<file path="src/rtl/rv4.sv">
// rv4: 4-entry valid/ready elastic buffer with registered outputs.
// Storage is a small circular array; occupancy, pointers and all three
// handshake/data outputs are flops, so no output depends combinationally
// on datain_val, datain or dataout_rdy.
module rv4 #(
  parameter int unsigned wd = 4
) (
  input  logic          clk,
  input  logic          rst,
  input  logic          datain_val,
  input  logic [wd-1:0] datain,
  output logic          datain_rdy,
  output logic          dataout_val,
  output logic [wd-1:0] dataout,
  input  logic          dataout_rdy
);

  localparam int unsigned depth = 4;
  localparam int unsigned pw    = 2;
  localparam int unsigned cw    = 3;

  logic [wd-1:0] mem [depth];
  logic [pw-1:0] wr_ptr, wr_ptr_n;
  logic [pw-1:0] rd_ptr, rd_ptr_n;
  logic [cw-1:0] count, count_n;
  logic          rdy_n;
  logic          val_n;
  logic [wd-1:0] dout_n;
  logic          push_c;
  logic          pop_c;

  // Handshake qualification from registered ready/valid
  assign push_c = datain_val && datain_rdy;
  assign pop_c  = dataout_val && dataout_rdy;

  // Next pointers, occupancy and next registered outputs
  always_comb begin
    wr_ptr_n = wr_ptr;
    rd_ptr_n = rd_ptr;
    count_n  = count;
    rdy_n    = 1'b1;
    val_n    = 1'b0;
    dout_n   = '0;

    if (push_c) wr_ptr_n = wr_ptr + pw'(1);
    if (pop_c)  rd_ptr_n = rd_ptr + pw'(1);

    case ({push_c, pop_c})
      2'b10:   count_n = count + cw'(1);
      2'b01:   count_n = count - cw'(1);
      default: count_n = count;
    endcase

    rdy_n = (count_n != cw'(depth));
    val_n = (count_n != cw'(0));

    // New head comes from the incoming word only when it lands in the head slot
    if (val_n) begin
      if (push_c && (wr_ptr == rd_ptr_n)) dout_n = datain;
      else                                dout_n = mem[rd_ptr_n];
    end
  end

  // Control state and output registers, synchronous reset
  always_ff @(posedge clk) begin
    if (rst) begin
      wr_ptr      <= '0;
      rd_ptr      <= '0;
      count       <= '0;
      datain_rdy  <= 1'b1;
      dataout_val <= 1'b0;
      dataout     <= '0;
    end else begin
      wr_ptr      <= wr_ptr_n;
      rd_ptr      <= rd_ptr_n;
      count       <= count_n;
      datain_rdy  <= rdy_n;
      dataout_val <= val_n;
      dataout     <= dout_n;
    end
  end

  // Storage array; not cleared on reset since dataout is masked while empty
  always_ff @(posedge clk) begin
    if (!rst && push_c) mem[wr_ptr] <= datain;
  end

endmodule

</file>
<file path="config.mk">
export PLATFORM = sky130hd
export DESIGN_NAME = rv4
export DESIGN_NICKNAME = d
export VERILOG_FILES = /design/src/rtl/rv4.sv
export SDC_FILE = /design/constraint.sdc
export NUM_CORES = 1
export LEC_CHECK = 0
export ABC_AREA = 1
export CAP_MARGIN = 25
export CORE_AREA = 2 2 56 58
export CTS_BUF_LIST = sky130_fd_sc_hd__clkbuf_16
export DETAILED_ROUTE_END_ITERATION = 12
export DIE_AREA = 0 0 58 60
export PLACE_DENSITY = 0.82
export SKIP_LAST_GASP = 1
export SLEW_MARGIN = 15
export SYNTH_ARGS = -nofsm -noshare
export SYNTH_HDL_FRONTEND = slang
export SYNTH_SLANG_ARGS = --single-unit
</file>
<file path="constraint.sdc">
create_clock -name clk -period 1.95 [get_ports clk]
set_input_delay 0.195 -clock clk [delete_from_list [all_inputs] [get_ports clk]]
set_output_delay 0.195 -clock clk [all_outputs]
set_load 0.1 [all_outputs]
</file>
Yosys cells after proc, flatten, opt, wreduce, memory -nomap -nowiden
Memory sizes are Yosys's and may differ from the RTL's. A register that Yosys moved wholly into a read port is not among the register bits.
Index checks and enable logic that the tools add are counted.
- memories kept: 1
- memory bits (writable): 16
- output and inout port bits: 6
- register bits: 9
- bits of input ports: 8
- logic and storage cells: 24
- memory list (name ; depth ; width ; read ports ; clocked after memory_dff ; write ports ; RTL line ; text):
    mem ; 4 ; 4 ; 1 ; 1 ; 1 ; 22 ; logic [wd-1:0] mem [depth];
- bitwise logic cells: 1
- equality and inequality tests: 3
- add/sub/neg operators: 4
- muxes and demuxes: 4
- reduce and logical (&&, ||, !) cells: 6
- operators with widths (kind ; number):
    3-bit case mux with 2 select lines ; 1
    2-bit by 1-bit adder with 2-bit output (second input constant) ; 2
    3-bit by 1-bit adder with 3-bit output (second input constant) ; 1
    1-bit logical AND ; 3
    3-bit inequality test (second input constant) ; 1
    3-bit nonzero test ; 1
    3-bit by 1-bit subtractor with 3-bit output (second input constant) ; 1
    2-bit by 1-bit == test with 1-bit output (second input constant) ; 1
    2-bit == test (second input constant) ; 1
    1-bit two-way mux ; 2
    2-bit two-way mux ; 1
    2-bit OR reduction ; 1
    1-bit zero test ; 1
    1-bit NOT ; 1

Logic depth before layout (Yosys ltp)
Gate-level depths: netlist of the first run.
- depth in word-level cells: 6
- depth in mapped cells: 12

Worst setup path before layout of the first run
Ideal clock, no wire load.
- path kind: register to register
- start point: register dataout_val
- end point: register dataout[0] (read register of mem)
- required time: 1.837 ns
- stages on the path, launching flop included: 12
- arrival: 2.602 ns
- slack: -0.765 ns
- clock period less this slack: 2.715 ns
- cells stage by stage: dfxtp_1 nand2_1 inv_1 ha_1 fa_1 or2_2 o21ai_0 nand2_1 nand2_1 nand2_1 nand2_1 nor2_1
- longest elaborated chain between the ends: 6
- elaborated cells on any way between the ends: 8
- ends and longest elaborated chain (element ; RTL line ; text):
    start, declared ; 13 ; output logic dataout_val,
    start signal, assigned ; 78 ; dataout_val <= val_n;
    1-bit logical AND * ; 34 ; assign pop_c = dataout_val && dataout_rdy;
    2-bit by 1-bit == test with 1-bit output or 2-bit == test (tied branches) ; 48 ; case ({push_c, pop_c})
    3-bit case mux with 2 select lines ; 48 ;
    3-bit nonzero test ; 55 ; val_n = (count_n != cw'(0));
    1-bit NOT (no line) ; -- ;
    2-bit OR reduction (no line) ; -- ;
    end, declared ; 14 ; output logic [wd-1:0] dataout,
Every way passes the cells marked *; elsewhere a longest branch is shown, timed or not.
A chain may end at the register's enable or synchronous reset.

Final worst setup path of the first run
- start point: register dataout_val
- end point: register dataout[3] (read register of mem)
The elaborated chain is that of the path after synthesis.

==> flow_summary_export.csv, run 1 <==
group,metric,value,unit
pwr,pwr-share-seq,31.0,%
logic_synthesis,synth_cells,151,
cells_and_area,area_delta_synth_final,27.6,%
grt,grt_antenna_before_repair,0,
die,dieArea,3480,µm²
placement,place_worst_setup_slack,-0.233,ns
logic_synthesis,synth_top_area_share,34.7,%
route,drtIter0Drc,39,
cells_and_area,n_antenna_cell,0,
cells_and_area,final_util,60.9,%
logic_synthesis,synthTopCellsByArea,"edfxtp_1 (35%), dfxtp_1 (19%), nand2_1 (12%)",
logic_synthesis,synth_top_area_cell,"edfxtp_1",
clocking,cts_tree,"yes",
grt,grt_usage,19.6,%
logic_synthesis,seq_area_frac_synth,53.5,%
timing,min_period,1.84,ns
setup_path,critPathBufInv,1,
logic_synthesis,ys_top_cells_by_count,"nand2_1 (45), nor2_1 (17), edfxtp_1 (16), inv_1 (15), dfxtp_1 (13)",
setup_path,arrival,2.00,ns
logic_synthesis,synth.net_count,165,
worst_hold_path,hold_class,"in -> reg",
pwr,p_switching,1.15,mW
die,io_pins,14,
die,coreArea,2900,µm²
timing,final_hold_viol_count,0,
clocking,cts_buffer_depth,2,
pwr,powerDensity,1530,nW/µm²
placement,portBuffers,13,
worst_hold_path,hold_end,"wr_ptr[1]$_SDFFE_PP0P_",
logic_synthesis,synth.ff_latch_count,29,
timing,worst_pin_slew,0.365,ns
setup_path,cp_slowest_stage_delay,0.42,ns
timing,rsz0062_at_grt,"true",
grt,grt_pass1_wl,4970,µm
worst_hold_path,holdPathStages,4,
setup_path,required,2.11,ns
clocking,clk_pin_slew,0.05,ns
setup_path,worst_r2r_path_depth,11,
clocking,cts_inserted_buffers,5,
logic_synthesis,synth.most_common_cell,"nand2_1",
setup_path,critical_path.most_common_cell,"nand2_1",
placement,place_inst,202,
die,start_util,47.7,%
timing,fin_ws,0.111,ns
placement,place_congestion,0.833,
clocking,clock_sinks,29,
setup_path,rrSetupSlack,0.11,ns
die,row_count,20,
pwr,p_int,1.55,mW
grt,grt_max_degree,11,
cells_and_area,nFillCells,232,
logic_synthesis,ys.flop_type,"edfxtp_1",
die,die_h,60,µm
setup_path,startpoint_type,"flop",
logic_synthesis,async_flop_share,0,%
pwr,power.clock.fraction,26.0,%
logic_synthesis,syn-cell-area,1390,µm²
setup_path,endpoint_kind,"flop",
setup_path,cpLargestDelayFamily,"simple AND/OR/NAND/NOR gates",
worst_hold_path,min_from,"datain_val",
route,route.vias.total,1107,
pwr,ir_worst_vdd,1.04,mV
route,vias_per_cell,5.27,
setup_path,worstPathMaxFanout,4,
clocking,cts_setup_buffers,0,
setup_path,crit_path_cell_trace,"nand2_4 > inv_2 > ha_4 > fa_1 > or2_4 > o21ai_2 > nand2_1 > nand2_1 > nand2_2 > nand2_1 > nor2_1",
logic_synthesis,yosys_warnings,0,
pwr,p_leak,0.813,nW
timing,fmax,544,MHz
pwr,swShare,42.6,%
route,drt-total-wl,2950,µm
grt,grt.overflow.total,0,
route,detail-route-antenna-nets,0,
timing,slew_viol_final,0,
clocking,htree_levels,2,
route,dr.pass1.iters,4,
cells_and_area,multi_input_area,609,µm²
route,wire_per_inst,14.0,µm
setup_path,r2r_start,"dataout_val$_SDFF_PP0_",
job,drv_cap,0,
setup_path,critPathKind,"reg -> reg",
setup_path,r2r-end,"dataout[3]$_SDFF_PP0_",
timing,slew_headroom,75.6,%
timing,finClkSkew,0.00175,ns
logic_synthesis,synth_edf_count,16,
grt,grt_pass1_vias,1114,
logic_synthesis,synth.distinct_cells,22,
cells_and_area,finalNonFillerCells,210,
cells_and_area,final-seq-area,748,µm²
clocking,clk_latency,0.27,ns
outcome,outcome,"complete, no violations",
clocking,root_buffer,"clkbuf_16",
pwr,p_comb_share,43.0,%
placement,dpl_cell_area,1620,µm²
timing,finalSetupViolCount,0,
timing,final.period_utilization,94.3,%
die,die_w,58,µm
cells_and_area,fin_nets,190,
cells_and_area,design_area,1770,µm²
logic_synthesis,synth_area_per_cell,9.17,µm²
setup_path,crit_slowest_cell,"fa_1",
placement,dp_hpwl,2030,µm
route,drcViolationCount,0,
cells_and_area,drive_gt1_share,22.0,%
==> final cells by class <==
cell class / count / area share (%)
flip-flops and latches: 29 / 42.4
multi-input cells: 104 / 34.5
clock buffers: 5 / 7.08
well taps: 33 / 2.34
inverters: 17 / 3.68
clock inverters: 3 / 0.708
repair buffers: 19 / 9.35
==> cell usage in the layout (no fill, tap or decap), drive strengths merged <==
master	instances
nand3b	5
a21oi	3
nand4	1
o21ai	3
or2	2
dlymetal6s2s	2
clkinv	4
buf	12
ha	5
nand2	51
clkdlybuf4s50	5
dfxtp	13
fa	1
xor2	1
edfxtp	16
nand3	14
clkbuf	5
inv	16
nor2	18
==> per-layer routing <==
metal | vias to the layer above | routed length [µm] | global-route usage (%)
met1 | 525 | 1220 | 21.5
met4 | 0 | 55 | 10.6
met2 | 38 | 1520 | 33.6
li1 | 537 | - | -
met5 | - | 0 | 0
met3 | 7 | 159 | 6.28
==> repair_timing <==
action,4_1_cts,5_1_grt
hold endpoints to repair,0,0
setup endpoints to repair,0,4
gates resized for setup,0,3
hold buffers,0,0
==> state kept, by name, summed over array words and instances (netlist names) <==
register and cells:
rd_ptr 2, wr_ptr 2, datain_rdy 1, mem 16, dataout_val 1, count 3
dataout 4
==> worst max path at each step <==
stage | from | end | slack, ns | cells after the start
6_report | dataout_val$_SDFF_PP0_ | dataout[3]$_SDFF_PP0_ | 0.11 | 11
5_1_grt | dataout_val$_SDFF_PP0_ | dataout[3]$_SDFF_PP0_ | -0.004 | 11
4_1_cts | dataout_rdy | dataout[3]$_SDFF_PP0_ | 0.02 | 12
3_5_place_dp | dataout_rdy | dataout[2]$_SDFF_PP0_ | -0.23 | 12
3_3_place_gp | dataout_rdy | dataout[3]$_SDFF_PP0_ | -0.19 | 12
2_1_floorplan | datain_rdy$_SDFF_PP1_ | dataout[0]$_SDFF_PP0_ | 0.009 | 10
==> through the flow <==
stage	total power [mW]	hold WS (ns)	setup TNS (ns)
detailed placement	1.98	0.538	-1.20
CTS	2.70	0.546	0
finish	2.70	0.405	0
floorplan	1.73	0.267	0
global route	2.83	0.422	-0.00592
global placement	1.95	0.522	-0.871
==> power groups by stage <==
stage	logic (mW)	registers (mW)	clock network (mW)
final	1.16	0.835	0.700
after CTS	1.16	0.835	0.701
after global placement	1.11	0.839	0
after detailed placement	1.14	0.844	0
after global routing	1.25	0.847	0.733
after floorplan	0.507	1.22	0
==> logic make-up (layout without fill, tap and decap cells) <==
kind of cell | Yosys count | after routing | share of synthesized area [%]
AND/OR/NAND/NOR | 91 | 91 | 32.3
buffers and inverters | 18 | 44 | 5.51
AO/OA/AOI/OAI | 6 | 6 | 2.17
adder cells (fa/ha/maj) | 6 | 6 | 5.96
flip-flops | 29 | 29 | 53.5
XOR/XNOR | 1 | 1 | 0.632
==> worst reg2reg max path: cells and delay by family, from the launching register on <==
kind	cells	cell delay [ns]
buffers and inverters	1	0.05
adders and majority gates	2	0.57
AOI/OAI and AO/OA	1	0.06
DFF	1	0.36
and+or+nand+nor	7	0.69
Power figures use the tool's default switching activity.
==> inputs of run 2 (changes only) <==
TNS_END_PERCENT = 5   (was default)
==> run 2 against run 1 <==
Clock power about the same. Clock skew unchanged. Register-to-register slack about the same. Largest power group unchanged. Setup slack got worse by 0.0072 ns. Clock-buffer cell count unchanged. First-iteration DRC count unchanged. Largest cell class unchanged.
==> flow_summary_export.csv, run 2 (same netlist as run 1, synthesis figures left out) <==
group,metric,value,unit
route,detail-route-antenna-nets,0,
setup_path,endpoint_kind,"flop",
setup_path,startpoint_type,"flop",
clocking,clk_pin_slew,0.05,ns
grt,grt_antenna_before_repair,0,
pwr,power.clock.fraction,26.0,%
setup_path,critPathBufInv,1,
timing,slew_viol_final,0,
cells_and_area,n_antenna_cell,0,
setup_path,critical_path.most_common_cell,"nand2_1",
pwr,powerDensity,1530,nW/µm²
route,vias_per_cell,5.27,
grt,grt.overflow.total,0,
clocking,clock_sinks,29,
clocking,cts_inserted_buffers,5,
clocking,cts_buffer_depth,2,
cells_and_area,top_register,"mem",
cells_and_area,reg_top3,"mem (16), dataout (4), count (3)",
grt,grt_max_degree,11,
worst_hold_path,min_from,"datain_val",
route,drcViolationCount,0,
cells_and_area,finalNonFillerCells,210,
die,row_count,20,
setup_path,crit_start,"dataout_val$_SDFF_PP0_",
pwr,swShare,42.6,%
setup_path,critPathKind,"reg -> reg",
setup_path,cp_slowest_stage_delay,0.42,ns
grt,grt_usage,19.6,%
pwr,p_int,1.55,mW
outcome,outcome,"complete, no violations",
cells_and_area,nFillCells,232,
pwr,p_comb_share,43.1,%
grt,grt_pass1_vias,1114,
timing,final_hold_viol_count,0,
route,drt-total-wl,2950,µm
pwr,pwr-share-seq,31.0,%
job,drv_cap,0,
setup_path,arrival,2.01,ns
setup_path,cpLargestDelayFamily,"simple AND/OR/NAND/NOR gates",
timing,worst_pin_slew,0.365,ns
pwr,p_switching,1.15,mW
clocking,root_buffer,"clkbuf_16",
cells_and_area,layout_commonest_cell,"nand2_1",
timing,final.period_utilization,94.7,%
timing,finalSetupViolCount,0,
placement,place_congestion,0.833,
die,coreArea,2900,µm²
worst_hold_path,hold_class,"in -> reg",
timing,min_period,1.85,ns
setup_path,crit_slowest_cell,"fa_1",
die,start_util,47.7,%
setup_path,required,2.11,ns
placement,place_inst,202,
grt,grt_pass1_wl,4970,µm
cells_and_area,area_delta_synth_final,27.6,%
timing,hold_slack,0.405,ns
setup_path,worstPathMaxFanout,4,
clocking,cts_tree,"yes",
pwr,p_leak,0.813,nW
die,io_pins,14,
pwr,ir_worst_vdd,1.04,mV
cells_and_area,layout_common_cells,"nand2_1 (42), nor2_1 (17), edfxtp_1 (16), inv_1 (14), buf_4 (12)",
clocking,ctsHoldBuffers,0,
timing,fin_ws,0.104,ns
clocking,cts_setup_buffers,0,
cells_and_area,fin_nets,190,
placement,portBuffers,13,
cells_and_area,largest_reg_flops,16,
route,route.vias.total,1107,
placement,place_worst_setup_slack,-0.233,ns
timing,fmax,542,MHz
clocking,clk_latency,0.27,ns
die,dieArea,3480,µm²
cells_and_area,final_util,60.9,%
route,dr.pass1.iters,4,
route,wire_per_inst,14.0,µm
cells_and_area,drive_gt1_share,22.0,%
timing,finClkSkew,0.00175,ns
clocking,htree_levels,2,
timing,rsz0062_at_grt,"true",
die,die_w,58,µm
setup_path,crit_path_cell_trace,"nand2_4 > inv_2 > ha_4 > fa_1 > or2_4 > o21ai_2 > nand2_1 > nand2_1 > nand2_2 > nand2_1 > nor2_1",
timing,tns,0,ns
die,die_h,60,µm
timing,slew_headroom,75.6,%
placement,dp_hpwl,2030,µm
route,drtIter0Drc,39,
setup_path,r2r_start,"dataout_val$_SDFF_PP0_",
## run 2: path summary, 6_finish.rpt
path | end | slack [ns] | cells after the start
min | wr_ptr[1]$_SDFFE_PP0P_ | 0.40 | 4
min reg2reg | count[1]$_SDFF_PP0_ | 0.54 | 2
max | dataout[3]$_SDFF_PP0_ | 0.10 | 11
max reg2reg | dataout[3]$_SDFF_PP0_ | 0.10 | 11
## run 2: power by group through the flow
stage,Clock [mW],Combinational [mW],Sequential [mW]
after floorplan,0,0.507,1.22
after global placement,0,1.11,0.839
after detailed placement,0,1.14,0.844
after CTS,0.701,1.16,0.835
after global routing,0.733,1.25,0.847
final,0.700,1.16,0.835
## run 2: layout make-up
type / instances / area, µm² / share of cell area (%)
Clock inverter: 3 / 12.5 / 0.708
Multi-Input combinational cell: 104 / 609 / 34.5
Sequential cell: 29 / 748 / 42.4
Tap cell: 33 / 41.3 / 2.34
Timing Repair Buffer: 19 / 165 / 9.35
Clock buffer: 5 / 125 / 7.08
Inverter: 17 / 65.1 / 3.68
## run 2: repair_timing
action	CTS	global route
setup endpoints to repair	0	4
gates resized for setup	0	3
endpoints found under the hold margin	0	0
## run 2: per-stage QoR
step	instance area [µm²]	power, mW
after floorplan	1430	1.73
after global routing	1770	2.83
after CTS	1760	2.70
final	1770	2.70
after detailed placement	1620	1.98
after global placement	1620	1.95
## run 2: metal layers
metal	GRT usage [%]	up-vias	wire length, µm
met3	6.28	7	159
met1	21.5	525	1220
met5	0	-	0
met2	33.6	38	1520
li1	-	537	-
met4	10.6	0	55
## run 2: tightest hold or removal path: stages
cell,delay (ns)
dlymetal6s2s_1,0.15
nand2_4,0.09
buf_4,0.13
a21oi_1,0.06
